## src/rtl/instr_fetch_ctrl.sv

```systemverilog
// Instruction fetch controller: walks PC through instruction memory up to
// LAST_ADDR, buffering fetched {pc, instr} pairs in a 2-entry FIFO for decode.
module instr_fetch_ctrl #(
  parameter logic [31:0] RESET_PC  = 32'd0,
  parameter logic [31:0] LAST_ADDR = 32'd20
) (
  input  logic        clk,
  input  logic        rst,
  input  logic        en,
  input  logic        branch_taken,
  input  logic [31:0] branch_addr,
  output logic [31:0] imem_addr,
  input  logic [31:0] imem_instr,
  output logic        out_valid,
  input  logic        out_ready,
  output logic [31:0] out_instr,
  output logic [31:0] out_pc,
  output logic [15:0] fetch_count
);

  typedef enum logic [1:0] {IDLE, RUN, DONE} state_t;

  state_t      state;
  logic [31:0] pc;
  logic [31:0] pc0, instr0, pc1, instr1;
  logic [1:0]  count;
  logic        pop, push;
  logic [31:0] br_target;

  assign imem_addr = pc;
  assign out_valid = (count != 2'd0);
  assign out_pc    = out_valid ? pc0    : '0;
  assign out_instr = out_valid ? instr0 : '0;

  always_comb begin
    br_target = branch_addr & ~32'd3;
    pop       = out_valid && out_ready && !branch_taken;
    push      = !branch_taken && (state == RUN) && en && (pc <= LAST_ADDR) &&
                ((count != 2'd2) || pop);
  end

  always_ff @(posedge clk or negedge rst) begin
    if (!rst) begin
      state       <= IDLE;
      pc          <= RESET_PC;
      count       <= '0;
      pc0         <= '0;
      instr0      <= '0;
      pc1         <= '0;
      instr1      <= '0;
      fetch_count <= '0;
    end else if (branch_taken) begin
      pc     <= br_target;
      count  <= '0;
      pc0    <= '0;
      instr0 <= '0;
      pc1    <= '0;
      instr1 <= '0;
      if (state == DONE && br_target <= LAST_ADDR) state <= RUN;
    end else begin
      case (state)
        IDLE: if (en) state <= RUN;
        RUN: begin
          if (!en)                           state <= IDLE;
          else if (pc > LAST_ADDR)           state <= DONE;
          else if (push && pc == LAST_ADDR)  state <= DONE;
        end
        DONE:    state <= DONE;
        default: state <= IDLE;
      endcase

      if (push) begin
        pc <= pc + 32'd4;
        if (fetch_count != '1) fetch_count <= fetch_count + 16'd1;
      end

      // Entry 1 is held at zero whenever unoccupied so the head shifts in zeros on drain
      case ({push, pop})
        2'b11: begin
          if (count == 2'd2) begin
            pc0    <= pc1;
            instr0 <= instr1;
            pc1    <= pc;
            instr1 <= imem_instr;
          end else begin
            pc0    <= pc;
            instr0 <= imem_instr;
          end
        end
        2'b10: begin
          if (count == 2'd0) begin
            pc0    <= pc;
            instr0 <= imem_instr;
          end else begin
            pc1    <= pc;
            instr1 <= imem_instr;
          end
          count <= count + 2'd1;
        end
        2'b01: begin
          pc0    <= pc1;
          instr0 <= instr1;
          pc1    <= '0;
          instr1 <= '0;
          count  <= count - 2'd1;
        end
        default: ;
      endcase
    end
  end

endmodule

```

## config.mk

```make
export PLATFORM = sky130hd
export DESIGN_NAME = instr_fetch_ctrl
export DESIGN_NICKNAME = d
export VERILOG_FILES = /design/src/rtl/instr_fetch_ctrl.sv
export SDC_FILE = /design/constraint.sdc
export NUM_CORES = 1
export LEC_CHECK = 0
export CORE_MARGIN = 8
export CORE_UTILIZATION = 52
export DETAILED_ROUTE_END_ITERATION = 12
export PLACE_DENSITY = 0.87
export SYNTH_ARGS = -nofsm -noshare
export SYNTH_HDL_FRONTEND = slang
export SYNTH_SLANG_ARGS = --single-unit
export TNS_END_PERCENT = 5
```

## constraint.sdc

```tcl
create_clock -name clk -period 3.64 [get_ports clk]
set_input_delay 0.546 -clock clk [delete_from_list [all_inputs] [get_ports clk]]
set_output_delay 0.546 -clock clk [all_outputs]
set_load 0.02 [all_outputs]
```

Word level (Yosys, flattened, before mapping)
Cells that the tools add are included.
- bits in registers: 180
- output and inout bits: 113
- word-level logic and storage cells: 80
- add/subtract/negate cells: 4
- magnitude comparators: 3
- equal/unequal tests: 15
- multiplexer cells: 29
- bitwise operators: 1
- reductions and logical operators: 20
- operator list (cell ; count):
    $mux 32 ; 16
    $pmux 32 s3 ; 4
    $le 32x5->1 const B ; 2
    $add 32x3->32 const B ; 1
    $eq 32x5->1 const B ; 1
    $gt 32x5->1 const B ; 1
    $add 16x1->16 const B ; 1
    $ne 16x16->1 const B ; 1
    $mux 2 ; 7
    $ne 3x3->1 const B ; 4
    $reduce_and 3->1 ; 3
    $eq 2x2->1 const B ; 4
    $logic_and 1x1->1 ; 8
    $pmux 2 s3 ; 1
    $ne 5x3->1 const B ; 1
    $eq 2x1->1 const B ; 2
    $logic_not 2->1 ; 2
    $pmux 2 s2 ; 1
    $reduce_bool 2->1 ; 2
    $reduce_bool 4->1 ; 1
    $reduce_bool 3->1 ; 1
    $add 2x1->2 const B ; 1
    $ne 2x1->1 const B ; 1
    $ne 2x2->1 const B ; 1
    5 further kinds ; 5

Depth between registers and ports, before layout
Gate-level depths: netlist of run 1.
- word-level depth: 11
- mapped depth: 15
- depth with buffers taken out: 12

Worst setup path before layout of run 1
OpenSTA, ideal clock, no wires.
- kind: reg-to-reg
- start: reg pc[3], in the netlist imem_addr[3]
- end: reg pc1[23]
- setup time: 0.083 ns
- arrival time: 2.844 ns
- slack: 0.713 ns
- stages on the path, launching flop included: 16
- path buffers: 3
- clock period less this slack: 2.927 ns
- cell sequence: dfrtp_1 -> inv_1 -> ha_1 -> o32ai_2 -> inv_1 -> nand3_1 -> inv_1 -> ha_1 -> buf_2 -> nor2_1 -> a21oi_1 -> a21oi_1 -> buf_2 -> buf_2 -> nand2_1 -> o21ai_0
- cells in the longest elaborated chain, start to end: 6
- elaborated cells between the ends (all ways): 12
- RTL lines (element ; RTL line ; text):
    from (decl) ; 24 ; logic [31:0] pc;
    from (signal assigned) ; 53 ; pc <= br_target;
    from (signal assigned) ; 73 ; pc <= pc + 32'd4;
    $le 32x5->1 (*) ; 38 ; push = !branch_taken && (state == RUN) && en && (pc <= LAST_ADDR) &&
    $logic_and 1x1->1 (*) (2 in a row) ; 38 ;
    $eq 2x2->1 or $eq 2x1->1 (tied branches) ; 78 ; case ({push, pop})
    $ne 3x3->1 (no source line) (tied with other cells) ; n/a ;
    $reduce_and 3->1 (no source line) or $mux 32 (tied branches) ; n/a ;
    to (signal assigned) ; 83 ; pc1 <= pc;
    to (signal assigned) ; 95 ; pc1 <= pc;
    to (decl) ; 25 ; logic [31:0] pc0, instr0, pc1, instr1;
Every way passes the cells marked *; elsewhere a longest branch is shown, timed or not.
A chain may end at the register's enable or synchronous reset.

Worst setup path after layout of run 1
- start: reg pc[2], in the netlist imem_addr[2]
- end: reg pc0[22]
- cells in the longest elaborated chain, start to end: 6
- elaborated cells between the ends (all ways): 11
- RTL lines (element ; RTL line ; text):
    $le 32x5->1 (*) ; 38 ;
    $logic_and 1x1->1 (*) (2 in a row) ; 38 ;
    $eq 2x1->1 or $eq 2x2->1 (tied branches) ; 78 ;
    $pmux 32 s3 (tied with other cells) ; 78 ;
    $mux 32 or $reduce_and 2->1 (tied branches) ; n/a ;
    to (signal assigned) ; 81 ; pc0 <= pc1;
    to (signal assigned) ; 86 ; pc0 <= pc;
    to (signal assigned) ; 92 ; pc0 <= pc;
    to (decl) ; 25 ;
Marks and branches as above.

==> results.sh, run 1 <==
export IMPL_status="finished, final reports clean"
export IMPL_synthArstFlopShare_pct=100.0
export IMPL_setup_viol=0
export IMPL_crit_type="reg2reg"
export IMPL_finalSetupTns_ns=0
export IMPL_cts_resized=0
export IMPL_yosys_area_top_type_share_pct=50.57
export IMPL_gp_congestion=0.8393
export IMPL_wl_per_cell_um=19.36
export IMPL_drt_first_pass_iters=5
export IMPL_timing_hold_violations_final=0
export IMPL_crit_required_ns=3.98
export IMPL_post_cts_buffers=0
export IMPL_vias_per_cell=6.048
export IMPL_antenna_found_initial=1
export IMPL_min_path_type="in2async"
export IMPL_ys_seq_area_share_pct=50.57
export IMPL_port_buffers=177
export IMPL_drive_above_1_share_pct=8.899
export IMPL_track_usage_pct=24.23
export IMPL_crit_arrival_ns=3.79
export IMPL_p_sw_share_pct=28.30
export IMPL_cts_buffer_depth=2
export IMPL_clk_latency_ns=0.44
export IMPL_yosys_area_top_type="dfrtp_1"
export IMPL_path_max_fanout=31
export IMPL_rsz0062_at_grt="no"
export IMPL_slew_viol_final=0
export IMPL_drc_errors=0
export IMPL_p_leak_nw=4.845
export IMPL_skew_ns=0.01195
export IMPL_cts_tree="built"
export IMPL_synth_area_um2=8708
export IMPL_ctsRootBufferMaster="clkbuf_16"
export IMPL_min_period_ns=3.450
export IMPL_die_x_um=145.4
export IMPL_synth_cell_types=47
export IMPL_fp_row_count=47
export IMPL_syn_inst=934
export IMPL_synth_common_cells="nand2_1 (231), dfrtp_1 (176), o21ai_0 (95)"
export IMPL_drt_wl_total_mm=25.38
export IMPL_clkTransAtPathRegs_ns=0.08
export IMPL_die_area_um2=21140
export IMPL_tightest_slew_ns=0.7225
export IMPL_pwr_density_cell_nw_per_um2=416.8
export IMPL_clkPwrFrac_pct=39.8
export IMPL_drv_cap=0
export IMPL_cts_num_sinks=176
export IMPL_grt_pass1_wl_mm=41.98
export IMPL_start_util_pct=52.89
export IMPL_grt_overflow=0
export IMPL_ir_drop_mv=0.3161
export IMPL_grt_max_degree=86
export IMPL_final_util_pct=68.85
export IMPL_seqPwrFrac_pct=48.0
export IMPL_yosysMostFrequentCell="nand2_1"
export IMPL_ys_top_cells_by_area="dfrtp_1 (51%), nand2_1 (10%), o21ai_0 (5.5%), and2_1 (4.7%), mux2_2 (3.6%)"
export IMPL_synth_edf_count=0
export IMPL_nNetsFinal=1154
export IMPL_htreeDepth=4
export IMPL_fin_crit_sh_pct=94.78
export IMPL_ys_flop_type="dfrtp_1"
export IMPL_hpwl_mm=16.74
export IMPL_ios=182
export IMPL_drtIter0Drc=738
export IMPL_p_comb_share_pct=12.2
export IMPL_max_slew_margin_pct=51.84
export IMPL_numCtsBuffers=17
export IMPL_internal_power_mw=3.387
export IMPL_cp_start_kind="flip-flop"
export IMPL_ant_nets=0
export IMPL_ys_seq_elements=176
export IMPL_fmax_mhz=289.9
export IMPL_core_area_um2=16470
export IMPL_syn_area_per_cell_um2=9.324
export IMPL_area_delta_synth_final_pct=30.17
export IMPL_grt_pass1_vias=7837
export IMPL_cp_end_kind="flip-flop"
export IMPL_yosysWarnings=0
export IMPL_hold_buffers=0
export IMPL_die_y_um=145.4
export IMPL_p_sw_mw=1.337
export IMPL_num_vias=7929
## sequential cells by signal (all words and copies together), names as in the netlist
| signal | count |
|---|---|
| instr0 | 32 |
| instr1 | 32 |
| pc0 | 31 |
| pc1 | 31 |
| imem_addr | 30 |
| fetch_count | 16 |
| count | 2 |
| state | 2 |
## routing by layer
| layer | share of wire [%] | GRT usage, % | routed length (µm) |
|---|---|---|---|
| met1 | 41 | 29.93 | 10290 |
| met2 | 50 | 40.02 | 12690 |
| met3 | 6.7 | 5.690 | 1707 |
| met4 | 2.7 | 10.41 | 691 |
| met5 | 0 | 0 | 0 |
## cells in the final DEF (no fill, tap or decap), types with 14 or more instances in the layout
cell	instances
and2_1	65
a22o_1	32
buf_4	19
nand2_1	231
nor4_1	21
o21ai_0	95
xnor2_1	14
clkbuf_16	17
a31oi_1	32
mux2_2	28
clkdlybuf4s50_1	175
a221oi_1	32
dfrtp_1	176
a22oi_1	31
## worst max-delay path: stages, from the launching register on
cell,delay [ns]
dfrtp_1,0.51
inv_1,0.11
ha_1,0.23
o32ai_2,0.40
inv_1,0.08
nand3_1,0.19
ha_2,0.63
mux2_2,0.77
a22oi_1,0.18
o21ai_0,0.25
## kinds of logic (layout without fill, tap and decap cells)
logic type | after synthesis | count (layout) | share of synthesized area, %
AO/OA/AOI/OAI | 239 | 239 | 18.32
XOR/XNOR | 16 | 16 | 1.609
adder cells (fa/ha/maj) | 8 | 8 | 1.149
buffers and inverters | 86 | 241 | 4.124
flip-flops | 176 | 176 | 50.57
multiplexers | 29 | 29 | 3.736
other | 1 | 3 | 0.04306
AND/OR/NAND/NOR | 379 | 379 | 20.45
## final cells by class
cell class,count,area [µm²]
antenna,1,2.502
clock buffer,17,425.4
clock inverter,15,196.4
fill,1236,5130
inverter,8,30.03
multi-input combinational,673,3991
sequential,176,4404
tap,220,275.3
timing repair buffer,201,2011
## worst paths after layout
check                           cells past startpoint  slack [ns]             to          from
worst max-delay path                                9        0.19        pc0[22]  imem_addr[2]
worst min-delay path                                1        0.08         pc0[5]           rst
worst max register to register                      9        0.19        pc0[22]  imem_addr[2]
worst min register to register                      2        0.47        pc0[24]       pc0[24]
max in group asynchronous                           2        2.68  imem_addr[23]           rst
min in group clk                                    2        0.47        pc0[24]       pc0[24]
## per-stage QoR
| step | hold slack [ns] | cell area (µm²) | power [mW] | cells | setup WS, ns |
|---|---|---|---|---|---|
| after floorplan | 0.2504 | 8712 | 2.557 | 935 | 0.7131 |
| after global placement | 0.4545 | 10710 | 2.843 | 1278 | 0.2265 |
| after detailed placement | 0.4620 | 10710 | 2.870 | 1278 | 0.08313 |
| after CTS | 0.1124 | 11330 | 4.746 | 1310 | 0.2726 |
| after global routing | 0.1303 | 11340 | 4.905 | 1311 | 0.005350 |
| final | 0.08449 | 11340 | 4.724 | 1311 | 0.1900 |
## power groups by stage
stage                     Sequential [mW]  Combinational (mW)  Clock, mW
after floorplan                      2.29               0.266          0
after global placement               2.29               0.552          0
after detailed placement             2.30               0.572          0
after CTS                            2.26               0.578       1.90
after global routing                 2.29               0.633       1.98
final                                2.27               0.576       1.88
Power figures use the tool's default switching activity.
==> run 2: changes to the inputs <==
--- a/config.mk
+++ b/config.mk
@@ -8,6 +8,7 @@
 export CORE_MARGIN = 8
 export CORE_UTILIZATION = 52
 export DETAILED_ROUTE_END_ITERATION = 12
+export GPL_TIMING_DRIVEN = 0
 export PLACE_DENSITY = 0.87
 export SYNTH_ARGS = -nofsm -noshare
 export SYNTH_HDL_FRONTEND = slang
==> run 2 against run 1 <==
  * Combinational power increased by 1%
  * Setup slack got worse by 0.072 ns
  * Cell count rose by 4.0%
  * Clock-buffer cell count is the same
  * Critical path type unchanged
  * Largest cell class unchanged
==> results.sh, run 2 (synthesis gave the netlist of run 1 again) <==
export IMPL_status="finished, final reports clean"
export IMPL_tightest_slew_ns=0.7560
export IMPL_die_area_um2=21140
export IMPL_largestRegisters="instr0: 32 flops, instr1: 32 flops"
export IMPL_ios=182
export IMPL_final_cell_mix="nand2_1 (231), dfrtp_1 (176), clkdlybuf4s50_1 (176), o21ai_0 (95), and2_1 (65)"
export IMPL_drt_first_pass_iters=8
export IMPL_worst_slack_ns=0.1176
export IMPL_crit_required_ns=4.01
export IMPL_clk_latency_ns=0.44
export IMPL_numCtsBuffers=17
export IMPL_fmax_mhz=283.9
export IMPL_clkTransAtPathRegs_ns=0.08
export IMPL_min_period_ns=3.522
export IMPL_hold_buffers=0
export IMPL_fin_crit_sh_pct=96.77
export IMPL_crit_arrival_ns=3.90
export IMPL_cp_slowest_stage_delay_ns=0.53
export IMPL_layout_commonest_cell="nand2_1"
export IMPL_gp_congestion=0.8282
export IMPL_htreeDepth=4
export IMPL_start_util_pct=52.89
export IMPL_slew_viol_final=0
export IMPL_fillers=1231
export IMPL_crit_chain="inv_1, ha_1, o32ai_2, inv_1, nand3_1, inv_1, ha_1, buf_2, nor3b_1, a211oi_1, nor2_1, clkbuf_1, a22o_1"
export IMPL_p_leak_nw=4.843
export IMPL_drv_cap=0
export IMPL_ant_nets=0
export IMPL_grt_overflow=0
export IMPL_path_buf_inv=5
export IMPL_wl_per_cell_um=19.52
export IMPL_dpl_cell_count=1333
export IMPL_port_buffers=177
export IMPL_cts_num_sinks=176
export IMPL_area_delta_synth_final_pct=30.34
export IMPL_nNetsFinal=1209
export IMPL_cts_buffer_depth=2
export IMPL_post_cts_buffers=0
export IMPL_max_slew_margin_pct=48.96
export IMPL_grt_pass1_vias=8271
export IMPL_grt_max_degree=117
export IMPL_path_common_cell="inv_1"
export IMPL_hpwl_mm=18.93
export IMPL_core_area_um2=16470
export IMPL_path_delay_family="buffers and inverters"
export IMPL_pwr_density_cell_nw_per_um2=403.7
export IMPL_ctsRootBufferMaster="clkbuf_16"
export IMPL_drtIter0Drc=752
export IMPL_final_cells=1364
export IMPL_path_max_fanout=10
export IMPL_cp_start_kind="flip-flop"
export IMPL_drt_wl_total_mm=26.62
export IMPL_crit_type="reg2reg"
export IMPL_rsz0062_at_grt="yes"
export IMPL_drc_errors=0
export IMPL_vias_per_cell=6.012
export IMPL_drive_above_1_share_pct=7.605
export IMPL_setup_viol=0
export IMPL_fp_row_count=47
export IMPL_grt_pass1_wl_mm=43.26
export IMPL_timing_hold_violations_final=0
export IMPL_cp_slowest_cell="dfrtp_1"
export IMPL_die_y_um=145.4
export IMPL_cp_end_kind="flip-flop"
export IMPL_ir_drop_mv=0.2957
export IMPL_min_path_type="in2async"
export IMPL_antenna_found_initial=0
export IMPL_antennaDiodeCount=0
export IMPL_cts_tree="built"
export IMPL_skew_ns=0.01479
export IMPL_pre_cts_slack_ns=-0.3301
export IMPL_track_usage_pct=25.08
export IMPL_die_x_um=145.4
export IMPL_num_vias=8201
-- run 2: cell count changes in the layout (fill, tap and decap cells not counted), moves of 3 or more --
cell	delta
buf_12	-5
clkbuf_2	+4
clkbuf_1	+51
clkinv_8	-5
buf_2	+13
buf_1	+5
clkinv_4	+3
buf_4	-16
-- run 2: per-stage QoR --
stage / power, mW / hold WS (ns) / instance area (µm²) / utilization [%] / setup TNS [ns]
6_report: 4.583 / 0.02244 / 11350 / 68.94 / 0
5_1_grt: 4.739 / 0.05083 / 11350 / 68.94 / -2.603
4_1_cts: 4.585 / 0.03816 / 11350 / 68.91 / 0
3_5_place_dp: 2.881 / 0.4643 / 10790 / 65.54 / -27.94
3_3_place_gp: 2.849 / 0.4531 / 10760 / 65.34 / -916.28
2_1_floorplan: 2.557 / 0.2504 / 8712 / - / 0
-- run 2: final timing paths --
check / start / end / slack [ns] / cells past startpoint
hold / removal: rst / fetch_count[10] / 0.02 / 1
max in group asynchronous: rst / instr0[3] / 2.69 / 2
hold reg to reg: pc0[8] / pc0[8] / 0.48 / 2
min in group clk: pc0[8] / pc0[8] / 0.48 / 2
setup reg to reg: imem_addr[2] / instr0[26] / 0.12 / 13
setup / recovery: imem_addr[2] / instr0[26] / 0.12 / 13
-- run 2: what timing repair did --
action	4_1_cts	5_1_grt
setup endpoints to repair	50	102
resized for setup	1	8
pin swaps	0	0
hold endpoints to repair	0	0
-- run 2: area by class of cell --
type                    count  area, µm²  share of cell area, %
multi-input cells         673       3953                  34.82
plain buffers              78      334.1                  2.943
clock buffers              17      425.4                  3.748
repair buffers            178       1804                  15.90
well taps                 220      275.3                  2.425
flip-flops and latches    176       4404                  38.80
clock inverters            14      125.1                  1.102
inverters                   8      30.03                 0.2645
-- run 2: routing by layer --
metal / track usage [%] / part of all wire, % / wire [µm] / vias up
li1: - / - / - / 3713
met2: 40.72 / 48 / 12790 / 443
met5: 0 / 0 / 0 / -
met1: 30.78 / 40 / 10660 / 3969
met3: 6.561 / 8.2 / 2184 / 76
met4: 11.76 / 3.7 / 993 / 0
-- run 2: report_power, final --
| group | internal (mW) | switching (mW) |
|---|---|---|
| clock | 0.895 | 0.834 |
| sequential | 2.12 | 0.155 |
| combinational | 0.276 | 0.306 |
| total | 3.29 | 1.29 |
==> run 3: changes to the inputs <==
--- a/config.mk
+++ b/config.mk
@@ -5,8 +5,10 @@
 export SDC_FILE = /design/constraint.sdc
 export NUM_CORES = 1
 export LEC_CHECK = 0
+export CORE_ASPECT_RATIO = 0.6
 export CORE_MARGIN = 8
 export CORE_UTILIZATION = 52
+export CTS_CLUSTER_SIZE = 40
 export DETAILED_ROUTE_END_ITERATION = 12
 export GPL_TIMING_DRIVEN = 0
 export PLACE_DENSITY = 0.87
==> run 3 against run 2 <==
  * Via count is 0.43% higher
  * Cell count grew 0.66%
  * Flip-flop and latch count unchanged
  * Clock power is 5% higher
  * Design area up 0.54%
  * Highest routed layer unchanged
  * Critical path depth stayed put
  * Utilization up 1.1 points
  * Die area increased by 0.64%
  * Sequential share of layout area down 0.21 points
  * Routed wire length up 4.5%
==> results.sh, run 3 (synthesis gave the netlist of run 1 again) <==
export IMPL_status="finished, final reports clean"
export IMPL_ir_drop_mv=0.2505
export IMPL_tightest_slew_ns=0.7136
export IMPL_worst_path_stages=13
export IMPL_ff2ff_path_depth=13
export IMPL_crit_start="imem_addr[2]"
export IMPL_min_period_ns=3.482
export IMPL_drc_errors=0
export IMPL_p_comb_share_pct=12.6
export IMPL_nNetsFinal=1209
export IMPL_antenna_found_initial=0
export IMPL_ctsRootBufferMaster="clkbuf_16"
export IMPL_cp_end_kind="flip-flop"
export IMPL_cts_buffer_depth=2
export IMPL_path_buf_inv=5
export IMPL_p_sw_mw=1.323
export IMPL_grt_pass1_vias=7862
export IMPL_fin_area_um2=11410
export IMPL_start_util_pct=53.41
export IMPL_htreeDepth=4
export IMPL_pwr_density_cell_nw_per_um2=410.9
export IMPL_min_path_type="in2async"
export IMPL_rsz0062_at_grt="yes"
export IMPL_endpoint="instr0[14]"
export IMPL_final_cell_mix="nand2_1 (231), dfrtp_1 (176), clkdlybuf4s50_1 (176), o21ai_0 (95), and2_1 (65)"
export IMPL_post_cts_buffers=0
export IMPL_fin_crit_sh_pct=95.67
export IMPL_hold_buffers=0
export IMPL_die_x_um=183.1
export IMPL_drt_first_pass_iters=6
export IMPL_largestRegisters="instr0: 32 flops, instr1: 32 flops"
export IMPL_gp_congestion=0.8690
export IMPL_clkTransAtPathRegs_ns=0.07
export IMPL_crit_arrival_ns=3.85
export IMPL_pre_cts_slack_ns=-0.2576
export IMPL_die_area_um2=21280
export IMPL_antennaDiodeCount=0
export IMPL_crit_type="reg2reg"
export IMPL_setup_viol=0
export IMPL_r2r_end="instr0[14]"
export IMPL_hpwl_mm=19.74
export IMPL_postPlaceCellArea_um2=10800
export IMPL_wl_per_cell_um=20.27
export IMPL_grt_overflow=0
export IMPL_numCtsBuffers=17
export IMPL_p_leak_nw=4.854
export IMPL_port_buffers=177
export IMPL_die_y_um=116.2
export IMPL_cts_tree="built"
export IMPL_track_usage_pct=25.68
export IMPL_grt_max_degree=102
export IMPL_drv_cap=0
export IMPL_drt_wl_total_mm=27.82
export IMPL_timing_hold_violations_final=0
export IMPL_path_common_cell="inv_1"
export IMPL_crit_required_ns=4.00
export IMPL_cts_num_sinks=176
export IMPL_core_area_um2=16310
export IMPL_holdWs_ns=0.05989
export IMPL_fp_row_count=36
export IMPL_ant_nets=0
export IMPL_layout_commonest_cell="nand2_1"
export IMPL_vias_per_cell=5.999
export IMPL_power_mw=4.689
export IMPL_p_sw_share_pct=28.21
export IMPL_drive_above_1_share_pct=7.773
export IMPL_path_max_fanout=10
export IMPL_internal_power_mw=3.366
export IMPL_seqPwrFrac_pct=48.5
export IMPL_cp_start_kind="flip-flop"
export IMPL_clk_latency_ns=0.43
export IMPL_area_delta_synth_final_pct=31.05
export IMPL_clkPwrFrac_pct=38.9
export IMPL_cp_slowest_cell="dfrtp_1"
export IMPL_slew_viol_final=0
export IMPL_regToRegStartpoint="imem_addr[2]"
export IMPL_cp_slowest_stage_delay_ns=0.55
export IMPL_ios=182
export IMPL_fmax_mhz=287.2
export IMPL_worst_slack_ns=0.1576
export IMPL_crit_chain="inv_1, ha_1, o32ai_4, inv_1, nand3_1, inv_1, ha_1, buf_2, nor3b_1, a211oi_1, nor2_2, buf_1, a22o_1"
export IMPL_regToRegSetupSlack_ns=0.16
export IMPL_drtIter0Drc=1009
export IMPL_num_vias=8236
export IMPL_skew_ns=0.01201
export IMPL_max_slew_margin_pct=51.99
export IMPL_final_util_pct=69.99
export IMPL_grt_pass1_wl_mm=43.41
export IMPL_path_delay_family="buffers and inverters"
run 3: repair_timing:
| action | in CTS | in global routing |
|---|---|---|
| gates resized for setup | 2 | 13 |
| pin swaps | 0 | 0 |
| endpoints found under the setup margin | 67 | 115 |
run 3: area by class of cell:
class                      instances  area (µm²)
multi-input combinational        673        3974
clock buffer                      18       429.2
clock inverter                    14       150.1
buffer                            78       335.3
fill                            1251        4893
tap                              228       285.3
sequential                       176        4404
timing repair buffer             178        1804
inverter                           8       30.03
run 3: worst reg2reg max path, delay by kind of cell, from the launching register on:
family | cells | cell delay, ns
DFF | 1 | 0.55
and+or+nand+nor | 3 | 0.77
buffers and inverters | 5 | 0.94
adders and majority gates | 2 | 0.47
AOI/OAI and AO/OA | 3 | 0.68
run 3: stage by stage:
step	TNS, ns	cells
2_1_floorplan	0	935
3_3_place_gp	-922.75	1340
3_5_place_dp	-20.64	1341
4_1_cts	0	1373
5_1_grt	-0.009392	1373
6_report	0	1373
run 3: worst min-delay path by stage:
stage | startpoint | to | slack (ns) | cells past startpoint
after floorplan | rst | count[0] | 0.25 | 0
after global placement | pc0[20] | pc0[20] | 0.45 | 2
after detailed placement | pc0[19] | pc0[19] | 0.46 | 2
after CTS | rst | imem_addr[20] | 0.10 | 1
after global routing | rst | imem_addr[20] | 0.12 | 1
final | rst | imem_addr[20] | 0.06 | 1
run 3: per-layer routing:
layer / GRT usage (%) / up-vias / share of wire [%]
li1: - / 3706 / -
met1: 37.38 / 3998 / 45
met2: 37.11 / 497 / 42
met3: 7.487 / 35 / 11
met4: 5.987 / 0 / 1.3
met5: 0 / - / 0
run 3: power by group through the flow:
stage	sequential (mW)	clock (mW)	combinational, mW
2_1_floorplan	2.29	0	0.266
3_3_place_gp	2.30	0	0.561
3_5_place_dp	2.30	0	0.582
4_1_cts	2.27	1.83	0.586
5_1_grt	2.29	1.90	0.647
6_report	2.28	1.82	0.591
